$ cat src/rtl/id_ex_stage.sv
// ID/EX pipeline register with load-use hazard detection and bubble insertion.
// A bubble zeroes the control word only; operands and specifiers always advance.
module id_ex_stage #(
  parameter int DATA_W = 32,
  parameter int CNT_W  = 16
) (
  input  logic              i_clk,
  input  logic              i_rst_n,
  input  logic              i_flush,
  input  logic [31:0]       i_if_id_instr,
  input  logic [DATA_W-1:0] i_if_id_pc4,
  input  logic [DATA_W-1:0] i_rd_data1,
  input  logic [DATA_W-1:0] i_rd_data2,
  input  logic [8:0]        i_ctrl_in,
  output logic              o_stall,
  output logic [8:0]        o_ex_ctrl,
  output logic [DATA_W-1:0] o_ex_pc4,
  output logic [DATA_W-1:0] o_ex_rd1,
  output logic [DATA_W-1:0] o_ex_rd2,
  output logic [DATA_W-1:0] o_ex_imm,
  output logic [4:0]        o_ex_rs,
  output logic [4:0]        o_ex_rt,
  output logic [4:0]        o_ex_rd,
  output logic [CNT_W-1:0]  o_bubble_cnt
);

  localparam int MEMREAD_BIT = 4;

  logic [8:0]        r_ex_ctrl;
  logic [DATA_W-1:0] r_ex_pc4;
  logic [DATA_W-1:0] r_ex_rd1;
  logic [DATA_W-1:0] r_ex_rd2;
  logic [DATA_W-1:0] r_ex_imm;
  logic [4:0]        r_ex_rs;
  logic [4:0]        r_ex_rt;
  logic [4:0]        r_ex_rd;
  logic [CNT_W-1:0]  r_bubble_cnt;

  logic [4:0]        w_rs;
  logic [4:0]        w_rt;
  logic [4:0]        w_rd;
  logic [DATA_W-1:0] w_imm;
  logic              w_stall;
  logic              w_bubble;

  function automatic logic [CNT_W-1:0] sat_inc(input logic [CNT_W-1:0] v);
    return (v == {CNT_W{1'b1}}) ? v : v + 1'b1;
  endfunction

  assign w_rs  = i_if_id_instr[25:21];
  assign w_rt  = i_if_id_instr[20:16];
  assign w_rd  = i_if_id_instr[15:11];
  assign w_imm = {{(DATA_W-16){i_if_id_instr[15]}}, i_if_id_instr[15:0]};

  // $0 is hardwired zero, so a load into it can never create a real dependency
  assign w_stall  = r_ex_ctrl[MEMREAD_BIT] && (r_ex_rt != 5'd0) &&
                    ((r_ex_rt == w_rs) || (r_ex_rt == w_rt));
  assign w_bubble = w_stall || i_flush;

  // ID -> EX boundary
  always_ff @(posedge i_clk or negedge i_rst_n) begin
    if (!i_rst_n) begin
      r_ex_ctrl    <= '0;
      r_ex_pc4     <= '0;
      r_ex_rd1     <= '0;
      r_ex_rd2     <= '0;
      r_ex_imm     <= '0;
      r_ex_rs      <= '0;
      r_ex_rt      <= '0;
      r_ex_rd      <= '0;
      r_bubble_cnt <= '0;
    end else begin
      r_ex_ctrl <= w_bubble ? 9'd0 : i_ctrl_in;
      r_ex_pc4  <= i_if_id_pc4;
      r_ex_rd1  <= i_rd_data1;
      r_ex_rd2  <= i_rd_data2;
      r_ex_imm  <= w_imm;
      r_ex_rs   <= w_rs;
      r_ex_rt   <= w_rt;
      r_ex_rd   <= w_rd;
      if (w_bubble) r_bubble_cnt <= sat_inc(r_bubble_cnt);
    end
  end

  assign o_stall      = w_stall;
  assign o_ex_ctrl    = r_ex_ctrl;
  assign o_ex_pc4     = r_ex_pc4;
  assign o_ex_rd1     = r_ex_rd1;
  assign o_ex_rd2     = r_ex_rd2;
  assign o_ex_imm     = r_ex_imm;
  assign o_ex_rs      = r_ex_rs;
  assign o_ex_rt      = r_ex_rt;
  assign o_ex_rd      = r_ex_rd;
  assign o_bubble_cnt = r_bubble_cnt;

endmodule

$ cat config.mk
export PLATFORM = sky130hd
export DESIGN_NAME = id_ex_stage
export DESIGN_NICKNAME = d
export VERILOG_FILES = /design/src/rtl/id_ex_stage.sv
export SDC_FILE = /design/constraint.sdc
export NUM_CORES = 1
export LEC_CHECK = 0
export CAP_MARGIN = 20
export CORE_ASPECT_RATIO = 0.8
export CORE_MARGIN = 2
export CORE_UTILIZATION = 35
export CTS_BUF_LIST = sky130_fd_sc_hd__clkbuf_8
export DETAILED_ROUTE_END_ITERATION = 12
export MAX_ROUTING_LAYER = met4
export PLACE_DENSITY = 0.87
export SLEW_MARGIN = 20
export SYNTH_ARGS = -nofsm -noshare
export SYNTH_HDL_FRONTEND = slang
export SYNTH_SLANG_ARGS = --single-unit
$ cat constraint.sdc
create_clock -name i_clk -period 2.1 [get_ports i_clk]
set_input_delay 0.42 -clock i_clk [delete_from_list [all_inputs] [get_ports i_clk]]
set_output_delay 0.42 -clock i_clk [all_outputs]
set_load 0.005 [all_outputs]
# Yosys cells after proc, flatten, opt, wreduce, memory -nomap -nowiden
# Index checks and enable logic that the tools add are counted.
# Widths: inputs -> output; s select.
# classes
muxes	1
n_addsub	1
n_reduce_logical	6
bitwise_logic	1
eq_ne	3
# op_table
op	count
$add 16x1->16 const B	1
$eq 16x16->1 const B	1
$eq 5x5->1	2
$mux 9	1
$reduce_bool 5->1	1
$logic_and 1x1->1	2
$logic_or 1x1->1	2
$reduce_and 2->1	1
$not 1->1	1
# word_totals
wordCells	21
register_bits	152
output_inout_bits	169

# Depth between registers and ports, before layout
# Gate-level depths: netlist (run 1).
# depth
depth_word	5
depth_mapped	8
mapped_depth_nobuf	7

# Worst setup path before layout (run 1)
# Ideal clock, no wire load.
# synth_path
path_kind	register to register
start	reg r_bubble_cnt[0] (netlist: o_bubble_cnt[0])
end	reg r_bubble_cnt[1] (netlist: o_bubble_cnt[1])
required_time_ns	1.972
setup_time_ns	0.128
path_slack_ns	0.232
synth_period_minus_slack_ns	1.868
path_buffers	0
arrival_ns	1.741
stages_incl_launch_ff	8
cell_sequence	dfrtp_1 ha_1 nand3_1 nor2_1 nand3_1 nor2_4 nor2_1 mux2_1
# synth_via
elab_chain_cells	3
word_cells_on_any_way	4
cone_classes	add/sub (1); eq/ne (1); bitwise (1); reduce/logical (1)
# synth_lines
element	line_no	text
from (decl)	37	logic [CNT_W-1:0] r_bubble_cnt;
from (signal assigned)	81	if (w_bubble) r_bubble_cnt <= sat_inc(r_bubble_cnt);
parallel branches: the longest is 3 deep, another holds $add 16x1->16	-	
# Several ways; the timed one is not identified.
# A chain may end at the register's enable or synchronous reset.

# Worst setup path in the final report (run 1)
# layout_path
start	reg r_ex_rt[4] (netlist: o_ex_rt[4])
end	out o_stall
# layout_via
elab_chain_cells	3
word_cells_on_any_way	6
cone_classes	eq/ne (2); reduce/logical (4)
# layout_lines
element	line_no	text
from (decl)	35	logic [4:0] r_ex_rt;
from (signal assigned)	79	r_ex_rt <= w_rt;
$eq 5x5->1 / $reduce_bool 5->1 (equally long branches)	57, 56	
$logic_or 1x1->1 / $logic_and 1x1->1 (equally long branches)	57, 56	
$logic_and 1x1->1 *	56	assign w_stall = r_ex_ctrl[MEMREAD_BIT] && (r_ex_rt != 5'd0) &&
to (decl)	15	output logic o_stall,
# Every way passes the cells marked *; elsewhere a longest branch is shown, timed or not.

==> out/summary.txt, run 1 <==
Multi-input logic area: 702 um2
Design area: 8280 um2
Critical path type: register to primary output
Endpoints failing setup: 1
Net Switching: 1.64 mW
Leakage power figure: 3.50 nW
Area leader, netlist: dfrtp_1
Initial antenna violation count: 0
Critical Path Sink Type: primary output
Power share of the clock group: 35.1%
Least-Margin Pin Slew: 0.394 ns
Worst-path maximum fanout: 4
Grt ovf: 0
# clock sinks: 147
Inserted Clock Buffers: 17
CP Cell Sequence: or4_4 -> o21ai_4 -> nor2_2 -> buf_2
I/O pins: 309
Post-DP HPWL: 10.4 mm
Sequential area share after synthesis: 82.1%
Post-synthesis instance area: 4480 um2
Total Nets Final: 720
Yosys reg bits: 147
Gr usage total: 21.5%
Cells after Synth: 255
Via/cell ratio: 4.31
Final Hold Fails: 0
Final WS setup: -0.101 ns
Post-DRT Antenna Nets: 0
Max-Cap Viols: 0
Mean Syn Cell Area: 17.6 um2
Antenna cells: 0
CTS root buf: clkbuf_8
Die area: 13700 um2
DP Area: 7700 um2
H-tree levels: 4
Reg clk slew, reported paths: 0.08 ns
Failing checks: setup timing
Register share of total power: 48.1%
Vias in the first global route: 3651
Crit path time final: 2.20 ns
Vias: 3287
Power per Cell Area: 810 nW/um2
Clock tree buffer depth: 2
Final core utilization: 67.1%
Layout area overhead: 84.8%
RSZ-0062 raised after global routing: yes
Yosys top cell area share: 82.1%
Period utilisation layout: 105%
Slew headroom: 73.7%
DR iter-0 viols: 175
Max Transition Viols Final: 0
Core Region: 12300 um2
Placer Congestion: 0.827
Largest net degree at the start of global routing: 55
CTS tree: yes
Int Pwr: 5.07 mW
Crit path max-delay family: simple AND/OR/NAND/NOR gates
Slowest CP cell: or4_4
Layout cells sized above 1: 14.7%
DRT Pass-1 Iters: 4
Routed len/inst: 18.4 um
Crit path buffers/inverters: 1
Drt drc: 0
Die X: 131 um
Placed cell count: 723
Hold_ws: 0.395 ns
Port bufs: 302
Worst Path Arrival: 1.78 ns
Yosys cell types: 33
Initial Util: 36.3%
Die height: 105 um
Critical path required time: 1.68 ns
Comb power frac: 16.8%
Crit path launch type: register
Reg area: 3680 um2
Worst Hold Class: primary input to register
Outcome: finished with violations
Routed wire length: 14.0 mm
Switching share of power: 24.5%
Most common library cell in the layout ignoring fill and taps: clkdlybuf4s50_1
Max Fclk: 0.454 GHz
Synth top area cells: dfrtp_1 82%, xor2_1 3.9%, buf_4 3.5%
Setup TNS: -0.101 ns
Highest-count cells in the layout ignoring fill and taps: 300 x clkdlybuf4s50_1, 144 x dfrtp_1, 21 x buf_4, 20 x clkbuf_8, 19 x xor2_1
Post-Syn Nets: 396
# rows: 36
Clk_lat worst skew: 0.46 ns
Slowest cell delay on critical path: 0.56 ns
YS warnings: 0
Final Instance Count excl. Fillers: 763
First-pass GRT wire length: 20.9 mm
Worst Skew: 0.00925 ns
Fill count: 871
VDD IR max: 0.560 mV
-- cells by family (layout without fill, tap and decap cells) --
kind of cell | Yosys count | count (layout) | share of synthesized area (%)
AO/OA/AOI/OAI | 11 | 11 | 2.01
XOR/XNOR | 20 | 20 | 3.91
adder cells (fa/ha/maj) | 1 | 1 | 0.279
buffers and inverters | 24 | 361 | 4.10
flip-flops | 147 | 147 | 82.1
multiplexers | 3 | 3 | 0.754
AND/OR/NAND/NOR | 49 | 49 | 6.87
-- stage by stage --
stage	power [mW]	setup slack [ns]
5_1_grt	7.03	-0.192
2_1_floorplan	3.48	0.232
3_5_place_dp	4.36	-0.408
4_1_cts	6.77	-0.142
3_3_place_gp	4.32	-0.387
6_report	6.71	-0.101
-- routing by layer --
metal / GRT usage, % / vias to the layer above / wire [um]
met5: - / - / 0
met1: 23.3 / 1625 / 5150
met2: 35.1 / 166 / 7270
met4: 11.1 / 0 / 497
li1: - / 1456 / -
met3: 7.26 / 40 / 1130
-- registers in the layout, indices dropped and copies added, names as in the netlist --
| name | cells |
|---|---|
| o_ex_rt | 5 |
| o_ex_imm | 12 |
| o_ex_rs | 5 |
| o_ex_rd | 4 |
| o_ex_pc4 | 32 |
| o_ex_rd2 | 32 |
| o_ex_ctrl | 9 |
| o_ex_rd1 | 32 |
| o_bubble_cnt | 16 |
-- worst reg2reg max path, stage by stage (launching register included) --
cell and delay, ns:
dfrtp_1 0.43, buf_4 0.16, xor2_1 0.16, nor2_1 0.15
a22oi_2 0.12, buf_4 0.15, o21ba_4 0.23, nor4b_2 0.23
mux2_2 0.36
-- cell usage after synthesis, drive strengths merged --
library cell,number
a21oi,3
a22oi,1
a31oi,1
and2,9
buf,23
dfrtp,147
ha,1
inv,1
mux2,3
nand2,10
nand2b,1
nand3,5
nor2,7
nor3,8
nor3b,2
nor4,3
nor4b,1
o211ai,1
o21ai,2
o21ba,1
o21bai,1
o31ai,1
or2,1
or3,1
or4,1
xor2,20
-- timing repair --
item / 4_1_cts / 5_1_grt
hold endpoints to repair: 25 / 0
pin swaps: 4 / 17
setup endpoints to repair: 21 / 14
gates resized for setup: 12 / 13
hold buffers: 1 / 0
setup buffers: 5 / 2
-- path summary, 6_finish.rpt --
kind / start / end / slack (ns) / cells past startpoint
worst min-delay path: i_rd_data1[17] / o_ex_rd1[17] / 0.39 / 1
worst min register to register: o_bubble_cnt[9] / o_bubble_cnt[9] / 0.52 / 1
min in group asynchronous: i_rst_n / o_ex_pc4[26] / 0.40 / 2
worst max register to register: o_ex_rt[2] / o_bubble_cnt[12] / 0.02 / 8
worst max-delay path: o_ex_rt[4] / o_stall / -0.10 / 4
max in group asynchronous: i_rst_n / o_ex_rd2[2] / 1.08 / 3
-- area by class of cell --
cell class                      instances  area share (%)
Timing Repair Buffer                  328            39.2
Clock inverter                         12            1.86
Tap cell                              171            2.58
Sequential cell                       147            44.5
Inverter                                1          0.0453
Multi-Input combinational cell         84            8.48
Clock buffer                           20            3.32
-- power groups by stage --
stage | combinational, mW | clock (mW) | sequential, mW
floorplan | 0.218 | 0 | 3.26
global placement | 1.06 | 0 | 3.26
detailed placement | 1.09 | 0 | 3.27
CTS | 1.12 | 2.43 | 3.22
global route | 1.21 | 2.57 | 3.26
finish | 1.13 | 2.36 | 3.23
Power figures use the tool's default switching activity.
==> inputs of run 2 (changes only) <==
--- a/config.mk
+++ b/config.mk
@@ -5,6 +5,7 @@
 export SDC_FILE = /design/constraint.sdc
 export NUM_CORES = 1
 export LEC_CHECK = 0
+export ABC_AREA = 1
 export CAP_MARGIN = 20
 export CORE_ASPECT_RATIO = 0.8
 export CORE_MARGIN = 2
@@ -12,7 +13,9 @@
 export CTS_BUF_LIST = sky130_fd_sc_hd__clkbuf_8
 export DETAILED_ROUTE_END_ITERATION = 12
 export MAX_ROUTING_LAYER = met4
-export PLACE_DENSITY = 0.87
+export PLACE_DENSITY = 0.85
+export REMOVE_ABC_BUFFERS = 1
+export SKIP_LAST_GASP = 1
 export SLEW_MARGIN = 20
 export SYNTH_ARGS = -nofsm -noshare
 export SYNTH_HDL_FRONTEND = slang
==> out/summary.txt, run 2 <==
Gr usage total: 22.3% (+0.77 points)
Initial antenna violation count: 0 (unchanged)
Share of flip-flops with an asynchronous set or reset: 100% (unchanged)
Multi-input logic area: 711 um2 (+1.2%)
Die X: 134 um (+2.6%)
DR iter-0 viols: 182 (+4.0%)
# clock sinks: 147 (unchanged)
# rows: 37 (+2.8%)
Mean Syn Cell Area: 13.3 um2 (-24%)
Max Fclk: 0.493 GHz (+8.5%)
Leakage power figure: 3.73 nW (+6.5%)
CTS root buf: clkbuf_8
Reg-to-Reg End: o_bubble_cnt[2]
Ys flop type: dfrtp_1
Post-DRT Antenna Nets: 0 (unchanged)
Antenna cells: 0 (unchanged)
CTS tree: yes
Worst Path Arrival: 1.61 ns (-0.17 ns)
Vias: 3671 (+12%)
Max Transition Viols Final: 0 (unchanged)
Start of the worst register-to-register path: o_bubble_cnt[0]
Largest net degree at the start of global routing: 49 (-11%)
Yosys cell types: 24 (-27%)
Grt ovf: 0 (unchanged)
Post-DP HPWL: 11.7 mm (+13%)
Cells after Synth: 355 (+39%)
Final WS setup: 0.0712 ns (+0.172 ns)
Max-Cap Viols: 0 (unchanged)
R2R Setup Slk: 0.24 ns (+0.22 ns)
Fill count: 951 (+9.2%)
H-tree levels: 4 (unchanged)
Setup crit start: i_if_id_instr[21]
Design area: 8330 um2 (+0.54%)
Crit path time final: 2.03 ns (-0.172 ns)
Cells on worst reg2reg path: 9 (+1)
Reg area: 3680 um2 (about the same)
Area leader, netlist: dfrtp_1
Layout area overhead: 76.3%
Post-synth top cells: 147 x dfrtp_1, 70 x nand2_1, 30 x inv_1, 24 x nor2_1, 23 x nand3_1
Pre-CTS WS: -0.352 ns (+0.0563 ns)
Placer Congestion: 0.912 (+10%)
Outcome: complete, no violations
YS warnings: 0 (unchanged)
Core Region: 13000 um2 (+5.4%)
Slew headroom: 69.6% (-4.0 points)
VDD IR max: 0.595 mV (+6.2%)
Via/cell ratio: 4.32 (+0.37%)
Worst setup path endpoint: o_stall
Endpoints failing setup: 0 (-1)
First-pass GRT wire length: 22.7 mm (+8.7%)
Critical Path Sink Type: primary output
Port bufs: 302 (unchanged)
Vias in the first global route: 3853 (+5.5%)
Initial Util: 36.3% (about the same)
Die height: 108 um (+2.6%)
Layout cells sized above 1: 9.05% (-5.6 points)
Power per Cell Area: 771 nW/um2 (-4.8%)
Total Nets Final: 802 (+11%)
Post-route total power: 6.42 mW (-4.3%)
Final Hold Fails: 0 (unchanged)
Worst Hold Class: primary input to register
Most frequent cell after synthesis: dfrtp_1
Reg clk slew, reported paths: 0.07 ns (about the same)
Worst Skew: 0.0101 ns (+0.000865 ns)
Clock tree buffer depth: 2 (unchanged)
Worst-path maximum fanout: 3 (-1)
Yosys reg bits: 147 (unchanged)
Post-synthesis instance area: 4720 um2 (+5.4%)
I/O pins: 309 (unchanged)
Yosys top cell area share: 77.9% (-4.2 points)
Routed len/inst: 17.9 um (-2.5%)
DP Area: 7850 um2 (+1.9%)
Die area: 14400 um2 (+5.2%)
DRT Pass-1 Iters: 4 (unchanged)
Crit path launch type: primary input
Sequential area share after synthesis: 77.9% (-4.2 points)
Synth top area cells: dfrtp_1 78%, nand2_1 5.6%, buf_4 3.5%
Inserted Clock Buffers: 17 (unchanged)
Highest-count cells in the layout ignoring fill and taps: 296 x clkdlybuf4s50_1, 145 x dfrtp_1, 70 x nand2_1, 31 x inv_1, 23 x nand3_1
Setup TNS: 0 ns (+0.101 ns)
Drt drc: 0 (unchanged)
Routed wire length: 15.2 mm (+8.5%)
Least-Margin Pin Slew: 0.455 ns (+0.0618 ns)
Critical path type: primary input to primary output
Critical path required time: 1.68 ns (about the same)
Clk_lat worst skew: 0.44 ns (-0.02 ns)
Most common library cell in the layout ignoring fill and taps: clkdlybuf4s50_1
EDFF count, synth: 0 (unchanged)
Period utilisation layout: 96.6% (-8.2 points)
[run 2: cell count changes in the layout (fill, tap and decap cells not counted), sizes merged, moves of 9 or more]
cell,delta
buf,-15
nand2,+62
nor2,+20
and2,-9
xor2,-12
inv,+38
nand3,+19
[run 2: stage by stage]
stage / hold WS [ns] / instances / util (%)
finish: 0.161 / 849 / 64.0
global route: 0.124 / 849 / 64.0
CTS: 0.238 / 849 / 64.0
detailed placement: 0.387 / 813 / 60.3
global placement: 0.376 / 813 / 60.3
floorplan: 0.124 / 329 / -
[run 2: logic make-up (layout without fill, tap and decap cells)]
logic type	after synthesis	after routing	share of synthesized area, %
adder cells (fa/ha/maj)	1	1	0.265
buffers and inverters	63	382	7.34
XOR/XNOR	12	12	2.23
AND/OR/NAND/NOR	131	131	12.2
AO/OA/AOI/OAI	1	1	0.106
flip-flops	147	147	77.9
[run 2: worst min path at each step]
stage	startpoint	endpoint	slack (ns)	depth (start not counted)
global placement	i_rst_n	o_ex_rd2[13]	0.38	1
finish	i_if_id_instr[20]	o_ex_rt[4]	0.16	1
floorplan	i_rst_n	o_bubble_cnt[0]	0.12	0
detailed placement	i_rst_n	o_ex_rd2[23]	0.39	1
CTS	i_if_id_instr[23]	o_ex_rs[2]	0.24	1
global route	i_if_id_instr[20]	o_ex_rt[4]	0.12	1
[run 2: worst max-delay path, stage by stage]
cell	delay, ns
clkdlybuf4s50_1	0.51
inv_1	0.05
nand2_1	0.06
nand2_1	0.07
nor2_2	0.12
nand3_1	0.09
nand2_1	0.07
nand2_1	0.06
inv_1	0.06
buf_2	0.11
[run 2: layer usage]
metal	GRT usage, %	vias up	routed length [um]
met5	-	-	0
met4	6.46	0	248
met3	8.05	20	1040
met2	38.2	162	8190
met1	24.6	1817	5760
li1	-	1672	-
[run 2: where the power goes]
group | leakage, nW | internal [mW] | switching, mW
Clock | 0.219 | 1.28 | 1.08
Sequential | 1.75 | 3.00 | 0.124
Combinational | 1.75 | 0.618 | 0.327
[run 2: repair_timing]
item,CTS,global route
pin swaps,0,4
setup endpoints to repair,19,1
hold buffers,1,0
endpoints found under the hold margin,45,0
buffers inserted,3,0
gates resized for setup,6,9
[run 2: area by class of cell]
class	instances	area share, %
well taps	175	2.63
repair buffers	313	37.8
multi-input cells	145	8.54
clock buffers	20	3.31
inverters	37	1.67
clock inverters	12	1.83
flip-flops and latches	147	44.2
==> inputs of run 3 (changes only) <==
--- a/config.mk
+++ b/config.mk
@@ -15,8 +15,9 @@
 export MAX_ROUTING_LAYER = met4
 export PLACE_DENSITY = 0.85
 export REMOVE_ABC_BUFFERS = 1
+export SETUP_SLACK_MARGIN = 0.5
 export SKIP_LAST_GASP = 1
-export SLEW_MARGIN = 20
+export SLEW_MARGIN = 0
 export SYNTH_ARGS = -nofsm -noshare
 export SYNTH_HDL_FRONTEND = slang
 export SYNTH_SLANG_ARGS = --single-unit
==> out/summary.txt, run 3 (synthesized netlist as in run 2, its figures left out) <==
Slew headroom: 69.8% (+0.12 points)
# rows: 37 (unchanged)
Final WS setup: 0.125 ns (+0.0537 ns)
Grt ovf: 0 (unchanged)
Int Pwr: 4.95 mW (+1.2%)
Gr usage total: 24.2% (+1.9 points)
Comb power frac: 17.7% (+3.0 points)
Die X: 134 um (unchanged)
DP Area: 7850 um2 (unchanged)
Clk_lat worst skew: 0.44 ns (about the same)
Worst-path maximum fanout: 4 (+1)
Power per Cell Area: 739 nW/um2 (-4.1%)
Routed wire length: 17.2 mm (+13%)
Layout area overhead: 89.0%
Critical path required time: 1.68 ns (about the same)
Leakage power figure: 4.36 nW (+17%)
Power share of the clock group: 35.8% (-0.9 points)
Reg clk slew, reported paths: 0.08 ns (about the same)
Initial Util: 36.3% (unchanged)
DR iter-0 viols: 166 (-8.8%)
Initial antenna violation count: 0 (unchanged)
Outcome: complete, no violations
Die height: 108 um (unchanged)
Max Transition Viols Final: 0 (unchanged)
Max Fclk: 0.506 GHz (+2.7%)
Endpoints failing setup: 0 (unchanged)
Worst Skew: 0.0126 ns (+0.00244 ns)
Period utilisation layout: 94.1% (-2.6 points)
Switching share of power: 25.0% (+1.2 points)
# clock sinks: 147 (unchanged)
CTS tree: yes
Antenna cells: 0 (unchanged)
Critical path type: register to primary output
Total Nets Final: 849 (+5.9%)
Critical Path Sink Type: primary output
Worst Hold Class: primary input to register
First-pass GRT wire length: 24.5 mm (+8.1%)
Max-Cap Viols: 0 (unchanged)
Crit path launch type: register
Net Switching: 1.65 mW (+7.9%)
Clock tree buffer depth: 2 (unchanged)
I/O pins: 309 (unchanged)
Least-Margin Pin Slew: 0.454 ns (-0.00185 ns)
Drt drc: 0 (unchanged)
Layout cells sized above 1: 25.0% (+16 points)
Via/cell ratio: 4.39 (+1.6%)
Crit path time final: 1.98 ns (-0.0537 ns)
Largest net degree at the start of global routing: 49 (unchanged)
Most common library cell in the layout ignoring fill and taps: dlygate4sd2_1
Inserted Clock Buffers: 17 (unchanged)
Pre-CTS WS: -0.352 ns (unchanged)
Vias: 3937 (+7.2%)
Core Region: 13000 um2 (unchanged)
Hold_ws: 0.166 ns (+0.00513 ns)
Port bufs: 302 (unchanged)
Post-DRT Antenna Nets: 0 (unchanged)
Post-DP HPWL: 11.7 mm (unchanged)
VDD IR max: 0.586 mV (-1.5%)
Placer Congestion: 0.912 (unchanged)
RSZ-0062 raised after global routing: yes
Highest-count cells in the layout ignoring fill and taps: 135 x dlygate4sd2_1, 134 x dfrtp_1, 127 x clkdlybuf4s50_1, 50 x nand2_1, 31 x inv_1
CTS root buf: clkbuf_8
Final Hold Fails: 0 (unchanged)
Die area: 14400 um2 (unchanged)
H-tree levels: 4 (unchanged)
DRT Pass-1 Iters: 5 (+1)
Design area: 8930 um2 (+7.2%)
Routed len/inst: 19.2 um (+6.8%)
Register share of total power: 46.6% (-2.0 points)
Worst Path Arrival: 1.56 ns (-0.05 ns)
Fill count: 912 (-4.1%)
Vias in the first global route: 4124 (+7.0%)
-- run 3: cell types whose count changed in the layout (fill, tap and decap cells not counted), moves of 12 or more --
| cell | before | now |
|---|---|---|
| clkdlybuf4s50_1 | 296 | 127 |
| dlygate4sd2_1 | 1 | 135 |
| buf_6 | 1 | 25 |
| buf_4 | 7 | 30 |
| nand2_1 | 70 | 50 |
| nand2_2 | 1 | 17 |
| clkdlybuf4s15_1 | 0 | 12 |
-- run 3: power by group through the flow --
stage | combinational, mW | sequential (mW) | clock [mW]
6_report | 1.17 | 3.07 | 2.36
5_1_grt | 1.23 | 3.09 | 2.56
4_1_cts | 1.07 | 3.07 | 2.41
3_5_place_dp | 0.944 | 3.18 | 0
3_3_place_gp | 0.923 | 3.16 | 0
2_1_floorplan | 0.141 | 3.18 | 0
-- run 3: final timing paths --
kind	start	endpoint	slack (ns)	cells past startpoint
worst max register to register	o_ex_rt[3]	o_bubble_cnt[8]	0.24	14
min in group asynchronous	i_rst_n	o_ex_rd2[23]	0.48	2
worst min-delay path	i_if_id_instr[21]	o_ex_rs[0]	0.17	1
worst max-delay path	o_ex_rt[3]	o_stall	0.12	8
worst min register to register	o_bubble_cnt[15]	o_bubble_cnt[15]	0.59	3
max in group asynchronous	i_rst_n	o_ex_rt[4]	1.00	3
-- run 3: final cells by class --
type / instances / area, um2 / area share [%]
inverter: 37 / 141 / 1.58
clock buffer: 20 / 275 / 3.08
tap: 175 / 219 / 2.45
timing repair buffer: 359 / 3510 / 39.3
multi-input combinational: 146 / 937 / 10.5
sequential: 147 / 3690 / 41.4
clock inverter: 12 / 153 / 1.71
-- run 3: stage by stage --
step           instances  setup TNS, ns  total power [mW]  util (%)
3_5_place_dp         813          -1.31              4.12      60.3
5_1_grt              896              0              6.88      68.6
2_1_floorplan        329              0              3.32         -
4_1_cts              886              0              6.55      66.1
6_report             896              0              6.60      68.6
3_3_place_gp         813         -0.353              4.09      60.3
-- run 3: repair_timing --
action | CTS | global route
hold endpoints to repair | 45 | 0
endpoints found under the setup margin | 191 | 61
pin swaps | 13 | 21
cloned | 5 | 1
hold buffers | 1 | 0
setup buffers | 35 | 9
gates resized for setup | 237 | 105
-- run 3: routing by layer --
| metal | up-vias | share of wire, % | GRT usage (%) |
|---|---|---|---|
| li1 | 1765 | - | - |
| met1 | 1954 | 37 | 26.4 |
| met2 | 192 | 55 | 41.9 |
| met3 | 26 | 7.0 | 8.29 |
| met4 | 0 | 1.9 | 7.45 |
| met5 | - | 0 | - |
-- run 3: worst max-delay path, stage by stage (launching register included) --
cell,delay (ns)
dfrtp_2,0.45
nand2_1,0.10
nand2_2,0.07
nor2_4,0.11
nand3_1,0.08
nand2_1,0.07
nand2_1,0.06
inv_1,0.05
buf_2,0.11
